$ cat src/rtl/pong_game_ctrl.sv
// pong_game_ctrl: frame-ticked Pong controller: serve/play/over FSM, ball physics, paddles and score.
// Optional PONG_AUTO_PADDLE_EN: both paddles track the ball and the buttons are ignored.
module pong_game_ctrl #(
  parameter int VIDEO_W      = 640,
  parameter int VIDEO_H      = 480,
  parameter int TOP          = 60,
  parameter int BOTTOM       = 468,
  parameter int BALL         = 12,
  parameter int PAD_H        = 60,
  parameter int PAD_W        = 10,
  parameter int PAD1_X       = 50,
  parameter int PAD2_X       = 600,
  parameter int SPEED        = 2,
  parameter int PAD_SPEED    = 4,
  parameter int SERVE_FRAMES = 60,
  parameter int WIN_SCORE    = 9
) (
  input  logic        iVGA_CLK,
  input  logic        iRST_n,
  input  logic        iVS,
  input  logic        iSERVE,
  input  logic        iP1_UP,
  input  logic        iP1_DN,
  input  logic        iP2_UP,
  input  logic        iP2_DN,
  output logic [10:0] oBALL_X,
  output logic [9:0]  oBALL_Y,
  output logic [9:0]  oPAD1_Y,
  output logic [9:0]  oPAD2_Y,
  output logic [3:0]  oSCORE1,
  output logic [3:0]  oSCORE2,
  output logic [1:0]  oSTATE,
  output logic [1:0]  oWIN
);
  typedef enum logic [1:0] {IDLE = 2'd0, SERVE = 2'd1, PLAY = 2'd2, OVER = 2'd3} stateT;
  localparam int CW = $clog2(SERVE_FRAMES + 1);
  localparam logic [10:0] CX = 11'((VIDEO_W - BALL) / 2);
  localparam logic [9:0] CY = 10'((TOP + BOTTOM - BALL) / 2);
  localparam logic [9:0] PR = 10'((VIDEO_H - PAD_H) / 2);
  localparam logic [3:0] WS = 4'(WIN_SCORE);
  localparam logic signed [12:0] SP = 13'(SPEED), PS = 13'(PAD_SPEED), BS = 13'(BALL), PH = 13'(PAD_H);
  localparam logic signed [12:0] YT = 13'(TOP), YB = 13'(BOTTOM), YBB = 13'(BOTTOM - BALL), YPM = 13'(BOTTOM - PAD_H);
  localparam logic signed [12:0] P1L = 13'(PAD1_X), P1R = 13'(PAD1_X + PAD_W);
  localparam logic signed [12:0] P2L = 13'(PAD2_X), P2R = 13'(PAD2_X + PAD_W), P2B = 13'(PAD2_X - BALL);
  localparam logic signed [12:0] XL = 13'(SPEED), XR = 13'(VIDEO_W - SPEED);

  stateT state;
  logic vsPrev, frameTick;
  logic [CW-1:0] serveCnt;
  logic signed [1:0] dx, dy, ndx, ndy;
  logic signed [12:0] xS, yS, p1, p2, nx0, ny0, nx, ny, d1, d2;
  logic topHit, botHit, hit1, hit2, miss1, miss2;
  logic [3:0] s1n, s2n;

  // Step is limited to PAD_SPEED, then the top edge is kept inside the walls.
  function automatic logic [9:0] padMove(input logic signed [12:0] p, input logic signed [12:0] d);
    logic signed [12:0] q;
    q = p + (d > PS ? PS : d < -PS ? -PS : d);
    return 10'(q < YT ? YT : q > YPM ? YPM : q);
  endfunction

  assign xS = 13'(oBALL_X);
  assign yS = 13'(oBALL_Y);
  assign p1 = 13'(oPAD1_Y);
  assign p2 = 13'(oPAD2_Y);
  assign s1n = oSCORE1 + 4'd1;
  assign s2n = oSCORE2 + 4'd1;
  assign oSTATE = state;

`ifdef PONG_AUTO_PADDLE_EN
  localparam logic signed [12:0] TRK = 13'(BALL / 2 - PAD_H / 2);
  logic unusedBtn;
  assign unusedBtn = ^{iP1_UP, iP1_DN, iP2_UP, iP2_DN};
  assign d1 = yS + TRK - p1;
  assign d2 = yS + TRK - p2;
`else
  assign d1 = iP1_UP == iP1_DN ? '0 : iP1_UP ? -PS : PS;
  assign d2 = iP2_UP == iP2_DN ? '0 : iP2_UP ? -PS : PS;
`endif

  // Walls resolve first so paddle overlap is judged on the clamped row.
  always_comb begin
    ny0 = yS + (dy[1] ? -SP : SP);
    nx0 = xS + (dx[1] ? -SP : SP);
    topHit = ny0 <= YT;
    botHit = !topHit && ny0 + BS >= YB;
    ny = topHit ? YT : botHit ? YBB : ny0;
    ndy = topHit ? 2'sd1 : botHit ? -2'sd1 : dy;
    hit1 = dx[1] && nx0 <= P1R && nx0 + BS > P1L && ny < p1 + PH && ny + BS > p1;
    hit2 = !dx[1] && nx0 + BS >= P2L && nx0 < P2R && ny < p2 + PH && ny + BS > p2;
    nx = hit1 ? P1R : hit2 ? P2B : nx0;
    ndx = hit1 ? 2'sd1 : hit2 ? -2'sd1 : dx;
    miss1 = nx <= XL;
    miss2 = nx + BS >= XR;
  end

  always_ff @(posedge iVGA_CLK or negedge iRST_n) begin
    if (!iRST_n) begin
      vsPrev <= 1'b1;
      frameTick <= 1'b0;
      state <= IDLE;
      serveCnt <= '0;
      dx <= 2'sd1;
      dy <= 2'sd1;
      oBALL_X <= CX;
      oBALL_Y <= CY;
      oPAD1_Y <= PR;
      oPAD2_Y <= PR;
      oSCORE1 <= '0;
      oSCORE2 <= '0;
      oWIN <= '0;
    end else begin
      vsPrev <= iVS;
      frameTick <= vsPrev & ~iVS;
      if (frameTick) begin
        oPAD1_Y <= padMove(p1, d1);
        oPAD2_Y <= padMove(p2, d2);
        case (state)
          IDLE: if (iSERVE) state <= SERVE;
          SERVE: begin
            oBALL_X <= CX;
            oBALL_Y <= CY;
            serveCnt <= serveCnt == CW'(SERVE_FRAMES - 1) ? '0 : serveCnt + CW'(1);
            if (serveCnt == CW'(SERVE_FRAMES - 1)) state <= PLAY;
          end
          PLAY: begin
            dx <= ndx;
            dy <= ndy;
            oBALL_X <= 11'(nx);
            oBALL_Y <= 10'(ny);
            if (miss1 || miss2) begin
              oBALL_X <= CX;
              oBALL_Y <= CY;
              dx <= miss1 ? -2'sd1 : 2'sd1;
              if (miss1) oSCORE2 <= s2n;
              else oSCORE1 <= s1n;
              if (miss1 ? s2n == WS : s1n == WS) begin
                state <= OVER;
                oWIN <= miss1 ? 2'b10 : 2'b01;
              end else state <= SERVE;
            end
          end
          OVER: if (iSERVE) begin
            oSCORE1 <= '0;
            oSCORE2 <= '0;
            oWIN <= '0;
            state <= SERVE;
          end
        endcase
      end
    end
  end
endmodule

$ cat config.mk
export PLATFORM = sky130hd
export DESIGN_NAME = pong_game_ctrl
export DESIGN_NICKNAME = d
export VERILOG_FILES = /design/src/rtl/pong_game_ctrl.sv
export SDC_FILE = /design/constraint.sdc
export NUM_CORES = 1
export LEC_CHECK = 0
export ABC_AREA = 1
export BUFFER_PORTS_ARGS = -buffer_cell sky130_fd_sc_hd__buf_2
export CORE_ASPECT_RATIO = 1.5
export CORE_MARGIN = 3
export CORE_UTILIZATION = 45
export CTS_BUF_LIST = sky130_fd_sc_hd__clkbuf_4
export DETAILED_ROUTE_END_ITERATION = 12
export PLACE_DENSITY = 0.65
export RECOVER_POWER = 100
export SKIP_LAST_GASP = 1
export SYNTH_ARGS = -nofsm -noshare
export SYNTH_HDL_FRONTEND = slang
export SYNTH_SLANG_ARGS = --single-unit
$ cat constraint.sdc
create_clock -name iVGA_CLK -period 8.5 [get_ports iVGA_CLK]
set_clock_uncertainty 0.15 [all_clocks]
set_input_delay 1.275 -clock iVGA_CLK [delete_from_list [all_inputs] [get_ports iVGA_CLK]]
set_output_delay 1.275 -clock iVGA_CLK [all_outputs]
set_load 0.03 [all_outputs]
; ---- After elaboration in Yosys (flattened, before gate mapping)
; Cells that the tools add are included.
[totals]
register_bits = 65
inputBits = 8
output_inout_bits = 53
wordCells = 136
[classes]
n_addsub = 13
magnitude_cmp = 20
n_eq_ne = 15
mux = 47
n_bitwise = 2
n_reduce_logical = 26
[ops]
columns = op, n
row1 = 2-to-1 mux 13 bit, 14
row2 = "adder 13 x 5 -> 13 bit, second input constant", 4
row3 = 2-to-1 mux 10 bit, 5
row4 = adder 11 x 13 -> 13 bit, 3
row5 = 2-to-1 mux 2 bit, 14
row6 = "greater-or-equal comparator 13 x 11 -> 1 bit, second input constant", 2
row7 = "> comparator 13 x 10 -> 1 bit, second input constant", 2
row8 = > comparator 13 x 11 -> 1 bit, 2
row9 = "> comparator 13 x 4 -> 1 bit, second input constant", 2
row10 = "less-or-equal comparator 13 x 7 -> 1 bit, second input constant", 2
row11 = less-than comparator 13 x 12 -> 1 bit, 2
row12 = "less-than comparator 13 x 3 -> 1 bit, second input constant", 2
row13 = "less-than comparator 13 x 7 -> 1 bit, second input constant", 2
row14 = "adder 10 x 6 -> 11 bit, second input constant", 2
row15 = one-hot mux 11 bit (2 select lines), 1
row16 = 2-to-1 mux 4 bit, 5
row17 = one-hot mux 10 bit (2 select lines), 1
row18 = one-hot mux 4 bit (2 select lines), 2
row19 = AND reduction 5 bit, 3
row20 = adder 12 x 13 -> 13 bit, 1
row21 = "greater-or-equal comparator 13 x 10 -> 1 bit, second input constant", 1
row22 = "> comparator 13 x 7 -> 1 bit, second input constant", 1
row23 = "less-or-equal comparator 13 x 3 -> 1 bit, second input constant", 1
row24 = "less-than comparator 13 x 11 -> 1 bit, second input constant", 1
row25 = other kinds (26), 48

; ---- Longest topological paths before layout
[depth]
ltp_word = 17
mapped_depth = 52
depth_no_buf = 51

; ---- Least setup slack after synthesis
; No wires, ideal clock.
[synth_timing]
path_kind = flip-flop to flip-flop
startpoint = reg oBALL_Y[1]
endpoint = reg oSCORE1[0]
setup_ns = 0.118
arrival_time_ns = 6.144
t_required_ns = 8.232
slack_ns = 2.087
path_stages_with_launch = 49
n_path_buf = 1
synth_period_minus_slack_ns = 6.413
path_cell_list = dfstp_2 > inv_1 > fa_1 > inv_1 > nand2_2 > nand2_2 > inv_1 > ha_1 > a311oi_1 > nand3_1 > nand3_1 > nor3_1 > nand3_1 > nand2_1 > inv_2 > nand2_2 > nor2_1 > ha_1 > (+13 left out) > nand2_8 > nand2_4 > nor2_1 > ha_1 > or2_2 > nor2_1 > nand3_1 > nor2_1 > nand2_1 > nand3_1 > nand2_1 > nand2_1 > nand2_2 > nand2_4 > buf_6 > nand2_4 > nand2_1 > nand2_1
[synth_via]
elab_chain_cells = 16
word_cells_on_any_way = 26
classes_between = add/sub (4) / order compare (8) / eq/ne (2) / mux (4) / reduce/logical (8)
[synth_rtl]
columns = item, line_no
row1 = start: declaration, 27  ; output logic [9:0] oBALL_Y,
row2 = start signal: assignment, 130  ; oBALL_Y <= 10'(ny);
row3 = adder 11 x 13 -> 13 bit *, 83  ; ny0 = yS + (dy[1] ? -SP : SP);
row4 = adder 13 x 5 -> 13 bit / less-or-equal comparator 13 x 7 -> 1 bit (equally long branches), "86, 85"
row5 = greater-or-equal comparator 13 x 10 -> 1 bit / zero test 1 bit (equally long branches), 86  ; botHit = !topHit && ny0 + BS >= YB;
row6 = logical AND 1 bit, 86
row7 = 2-to-1 mux 13 bit, 87  ; ny = topHit ? YT : botHit ? YBB : ny0;
row8 = 2-to-1 mux 13 bit *, 87
row9 = adder 13 x 5 -> 13 bit / less-than comparator 13 x 12 -> 1 bit (equally long branches), "89, 90"
row10 = > comparator 13 x 11 -> 1 bit / logical AND 1 bit (equally long branches), 90  ; hit2 = !dx[1] && nx0 + BS >= P2L && nx0 < P2R && ny < p2 + PH && ny + BS > p2;
row11 = logical AND 1 bit, 90
row12 = 2-to-1 mux 13 bit, 91  ; nx = hit1 ? P1R : hit2 ? P2B : nx0;
row13 = 2-to-1 mux 13 bit *, 91
row14 = adder 13 x 5 -> 13 bit, 94  ; miss2 = nx + BS >= XR;
row15 = greater-or-equal comparator 13 x 11 -> 1 bit, 94
row16 = logical OR 1 bit, 131  ; if (miss1 || miss2) begin
row17 = != test 2 bit (no line), -
row18 = AND reduction 5 bit (no line) *, -
row19 = end signal: assignment, 136  ; else oSCORE1 <= s1n;
row20 = end: declaration, 30  ; output logic [3:0] oSCORE1,
; Mark *: on every way between the ends. The rest lies on a longest branch, timed or not.
; A chain may end at the register's enable or synchronous reset.

; ---- Worst setup path in the final report
[layout_timing]
startpoint = reg oBALL_Y[1]
endpoint = reg oWIN[0]
[layout_via]
elab_chain_cells = 16
word_cells_on_any_way = 31
classes_between = add/sub (4) / order compare (8) / eq/ne (2) / mux (9) / reduce/logical (8)
[layout_rtl]
columns = item, line_no
row1 = adder 11 x 13 -> 13 bit *, 83
row2 = adder 13 x 5 -> 13 bit / less-or-equal comparator 13 x 7 -> 1 bit (equally long branches), "86, 85"
row3 = greater-or-equal comparator 13 x 10 -> 1 bit / zero test 1 bit (equally long branches), 86
row4 = logical AND 1 bit, 86
row5 = 2-to-1 mux 13 bit, 87
row6 = 2-to-1 mux 13 bit *, 87
row7 = adder 13 x 5 -> 13 bit / less-than comparator 13 x 12 -> 1 bit (equally long branches), "89, 90"
row8 = > comparator 13 x 11 -> 1 bit / logical AND 1 bit (equally long branches), 90
row9 = logical AND 1 bit, 90
row10 = 2-to-1 mux 13 bit, 91
row11 = 2-to-1 mux 13 bit *, 91
row12 = adder 13 x 5 -> 13 bit / less-or-equal comparator 13 x 3 -> 1 bit (equally long branches), "94, 93"
row13 = greater-or-equal comparator 13 x 11 -> 1 bit / 2-to-1 mux 2 bit (equally long branches), "94, 139"
row14 = logical OR 1 bit / 2-to-1 mux 2 bit (equally long branches), "131, 137"
row15 = != test 2 bit (no line) / 2-to-1 mux 2 bit (equally long branches), -
row16 = AND reduction 5 bit (no line) / one-hot mux 2 bit (2 select lines) (equally long branches), -
row17 = end signal: assignment, 139  ; oWIN <= miss1 ? 2'b10 : 2'b01;
row18 = end: declaration, 33  ; output logic [1:0] oWIN
; Mark *: on every way between the ends. The rest lies on a longest branch, timed or not. The select of a mux whose other input is x is not followed.

==> impl_metrics.ini <==
[run_status]
status = complete, but fails checks
failed_checks = capacitance limit, slew limit

[route]
firstDrtPassIters = 5
drtIter0Drc = 306
wl_per_cell_um = 14.07
dr_total_vias = 6880
via_per_inst = 5.216
drcViolationCount = 0
routed_wirelength_um = 18550
ant_nets = 0

[clock_network]
clock_latency_ns = 0.43
cts.reportedPaths.clkPinSlew_ns = 0.12
cts_buffers = 9
cts_sinks = 61
post-cts-setup-buffers = 0
cts.repair.resized = 0
hold_buffers = 0
htree_levels = 3
clockBufferDepth = 2
root_buffer = clkbuf_4
cts_tree = yes

[yosys]
synth-seq-cells = 61
syn-cell-area_um2 = 7310
yosysUniqueCellTypes = 57
async_flop_share = 1.000
synth_edf_count = 0
yosysWarnings = 0
synth-seq-area-share = 0.2116
synth_cells = 1049
syn_area_per_cell_um2 = 6.968
ys.flop_type = dfrtp_1

[power_and_ir_drop]
pwr-share-comb = 0.763
p_switching_mw = 1.842
internal-power_mw = 1.335
pwr-share-clk = 0.076
total_power_mw = 3.177
p_per_area_nw_per_um2 = 402.5
p_seq_frac = 0.160
p_sw_frac = 0.5799
p_leak_nw = 4.035
vdd_ir_drop_max_v = 0.0002750

[flow_run]
max_cap_violations = 1

[cells_and_area]
fill_cells = 1697
areaGrowthSynthToFinish_pct = 7.994
drive_above_1_share = 0.1058
finalNetCount = 1216

[placed_design]
place_hpwl_um = 14910
place.gp.congestion = 0.9002
placement.io_buffers = 58

[setup_path]
cp_max_fo = 30
crit_family = simple AND/OR/NAND/NOR gates
crit_arrival_ns = 7.68
path_buf_inv = 3
crit_slowest_cell = dfstp_1
r2r_cells = 43
cpMostUsedCell = nand2_1
max_stage_delay_ns = 0.73
endpoint_kind = register
criticalPathCategory = register to register
cp.required_ns = 8.68
start_kind = register
crit_cells = 43

[worst_hold_path]
hp-class = register to register
holdPathStages = 2

[sta]
hold_viol_final = 0
layout_min_cycle_time_ns = 7.501
fmax_mhz = 133.3
relSlewSlack = -1.255
post-route-period-util = 0.8824
rsz0062_at_grt = no
worst_pin_slew_ns = 3.382
tns_ns = 0
drv_slew = 62
setup_viol = 0

[grt]
globalRouteOverflowTotal = 0
antenna_found_initial = 1
grt_max_degree = 62
gr-usage-all-layers = 0.2176
grt_pass1_vias = 6705
grt_pass1_wl_um = 31140

[floorplanning]
ioPinCount = 61
die_h_um = 162.1
initial_utilization = 0.4637
die_area_um2 = 17840
core-area_um2 = 15770
placementRows = 56
die_x_um = 110.1
==> final cells by class <==
type	count	area, um^2	area share
Timing Repair Buffer	60	239.0	0.03027
Antenna cell	1	2.502	0.0003170
Sequential cell	61	1546	0.1959
Inverter	176	661.9	0.08385
Clock buffer	12	90.09	0.01141
Multi-Input combinational cell	802	5027	0.6369
Clock inverter	4	72.57	0.009193
Tap cell	203	254.0	0.03218
==> registers in the layout, indices dropped and copies added, names as in the netlist, 2 cells and up <==
register and cells:
oBALL_X 11, oBALL_Y 10, oPAD1_Y 9, oPAD2_Y 9, oSCORE1 4, oSCORE2 4, oSTATE 2, oWIN 2
serveCnt 6
==> tightest hold or removal path, stage by stage (launching register included) <==
cell     delay [ns]
dfstp_2        0.37
inv_1          0.04
nor2_1         0.03
==> layer usage <==
layer / share of wire / GRT usage / routed length [um]
met5: 0 / 0 / 0
met1: 0.42 / 0.2585 / 7871
met4: 0.025 / 0.07828 / 467
met2: 0.52 / 0.3903 / 9600
met3: 0.033 / 0.03062 / 612
==> metrics by stage <==
stage / cell area (um^2) / worst slack [ns] / hold WS [ns] / instances / util
global placement: 7807 / 1.419 / 0.2995 / 1302 / 0.4952
finish: 7894 / 0.9995 / 0.3135 / 1319 / 0.5007
global route: 7894 / 0.2776 / 0.3533 / 1319 / 0.5007
floorplan: 7313 / 2.087 / 0.2933 / 1050 / -
detailed placement: 7807 / 1.250 / 0.3003 / 1302 / 0.4952
CTS: 7970 / 1.235 / 0.3173 / 1318 / 0.5056
==> power groups by stage <==
stage                     logic [mW]  registers, mW  clock network [mW]
final                           2.42          0.510               0.243
after global routing            2.76          0.528               0.265
after CTS                       2.45          0.511               0.250
after detailed placement        2.43          0.517                   0
after global placement          2.42          0.516                   0
after floorplan                 1.81          0.635                   0
==> synthesized netlist by cell type (9+ instances only) <==
library cell,instances,share of area
nand2_1,225,0.12
inv_1,165,0.085
ha_1,94,0.16
nor2_1,83,0.043
nand3_1,81,0.055
a21oi_1,59,0.040
dfrtp_1,45,0.15
xor2_1,42,0.050
o21ai_0,40,0.027
nand2_2,21,0.018
dfstp_2,16,0.058
nand4_1,14,0.012
o21ai_1,13,0.0089
nand2_4,10,0.015
nor3_1,10,0.0068
inv_2,9,0.0046
nand3_2,9,0.012
==> logic make-up after synthesis <==
family / after synthesis / share of synthesized area
buf+inv: 187 / 0.09979
compound gates: 163 / 0.1330
simple gates: 491 / 0.3257
other cells: 1 / 0.0005130
fa+ha+maj: 98 / 0.1719
flops: 61 / 0.2116
xor+xnor: 48 / 0.05751
==> final timing paths <==
check                             end        from  slack (ns)
max                           oWIN[0]  oBALL_Y[1]         1.0
min                         frameTick      vsPrev        0.31
max reg2reg                   oWIN[0]  oBALL_Y[1]         1.0
min reg2reg                 frameTick      vsPrev        0.31
max in group asynchronous  oBALL_Y[0]      iRST_n        4.37
min in group asynchronous  oSCORE1[1]      iRST_n        1.93
==> cell usage in the layout (no fill, tap or decap), drive strengths merged, types with 3 or more instances in the layout <==
cell / synthesis / routed
nand2: 257 / 257
inv: 174 / 173
ha: 94 / 94
nand3: 94 / 94
nor2: 92 / 92
clkbuf: 6 / 63
a21oi: 62 / 62
o21ai: 53 / 53
dfrtp: 45 / 45
xor2: 42 / 42
dfstp: 16 / 16
nand4: 14 / 14
nor3: 12 / 12
buf: 5 / 9
o21bai: 8 / 8
o211ai: 7 / 7
nor4: 7 / 7
a22oi: 7 / 7
or2: 7 / 7
xnor2: 6 / 6
o22ai: 6 / 6
nand3b: 5 / 5
o31ai: 4 / 4
fa: 4 / 4
clkinv: 2 / 4
a21o: 3 / 3
a31oi: 3 / 3
No activity file was read; power rests on OpenSTA's default activity.
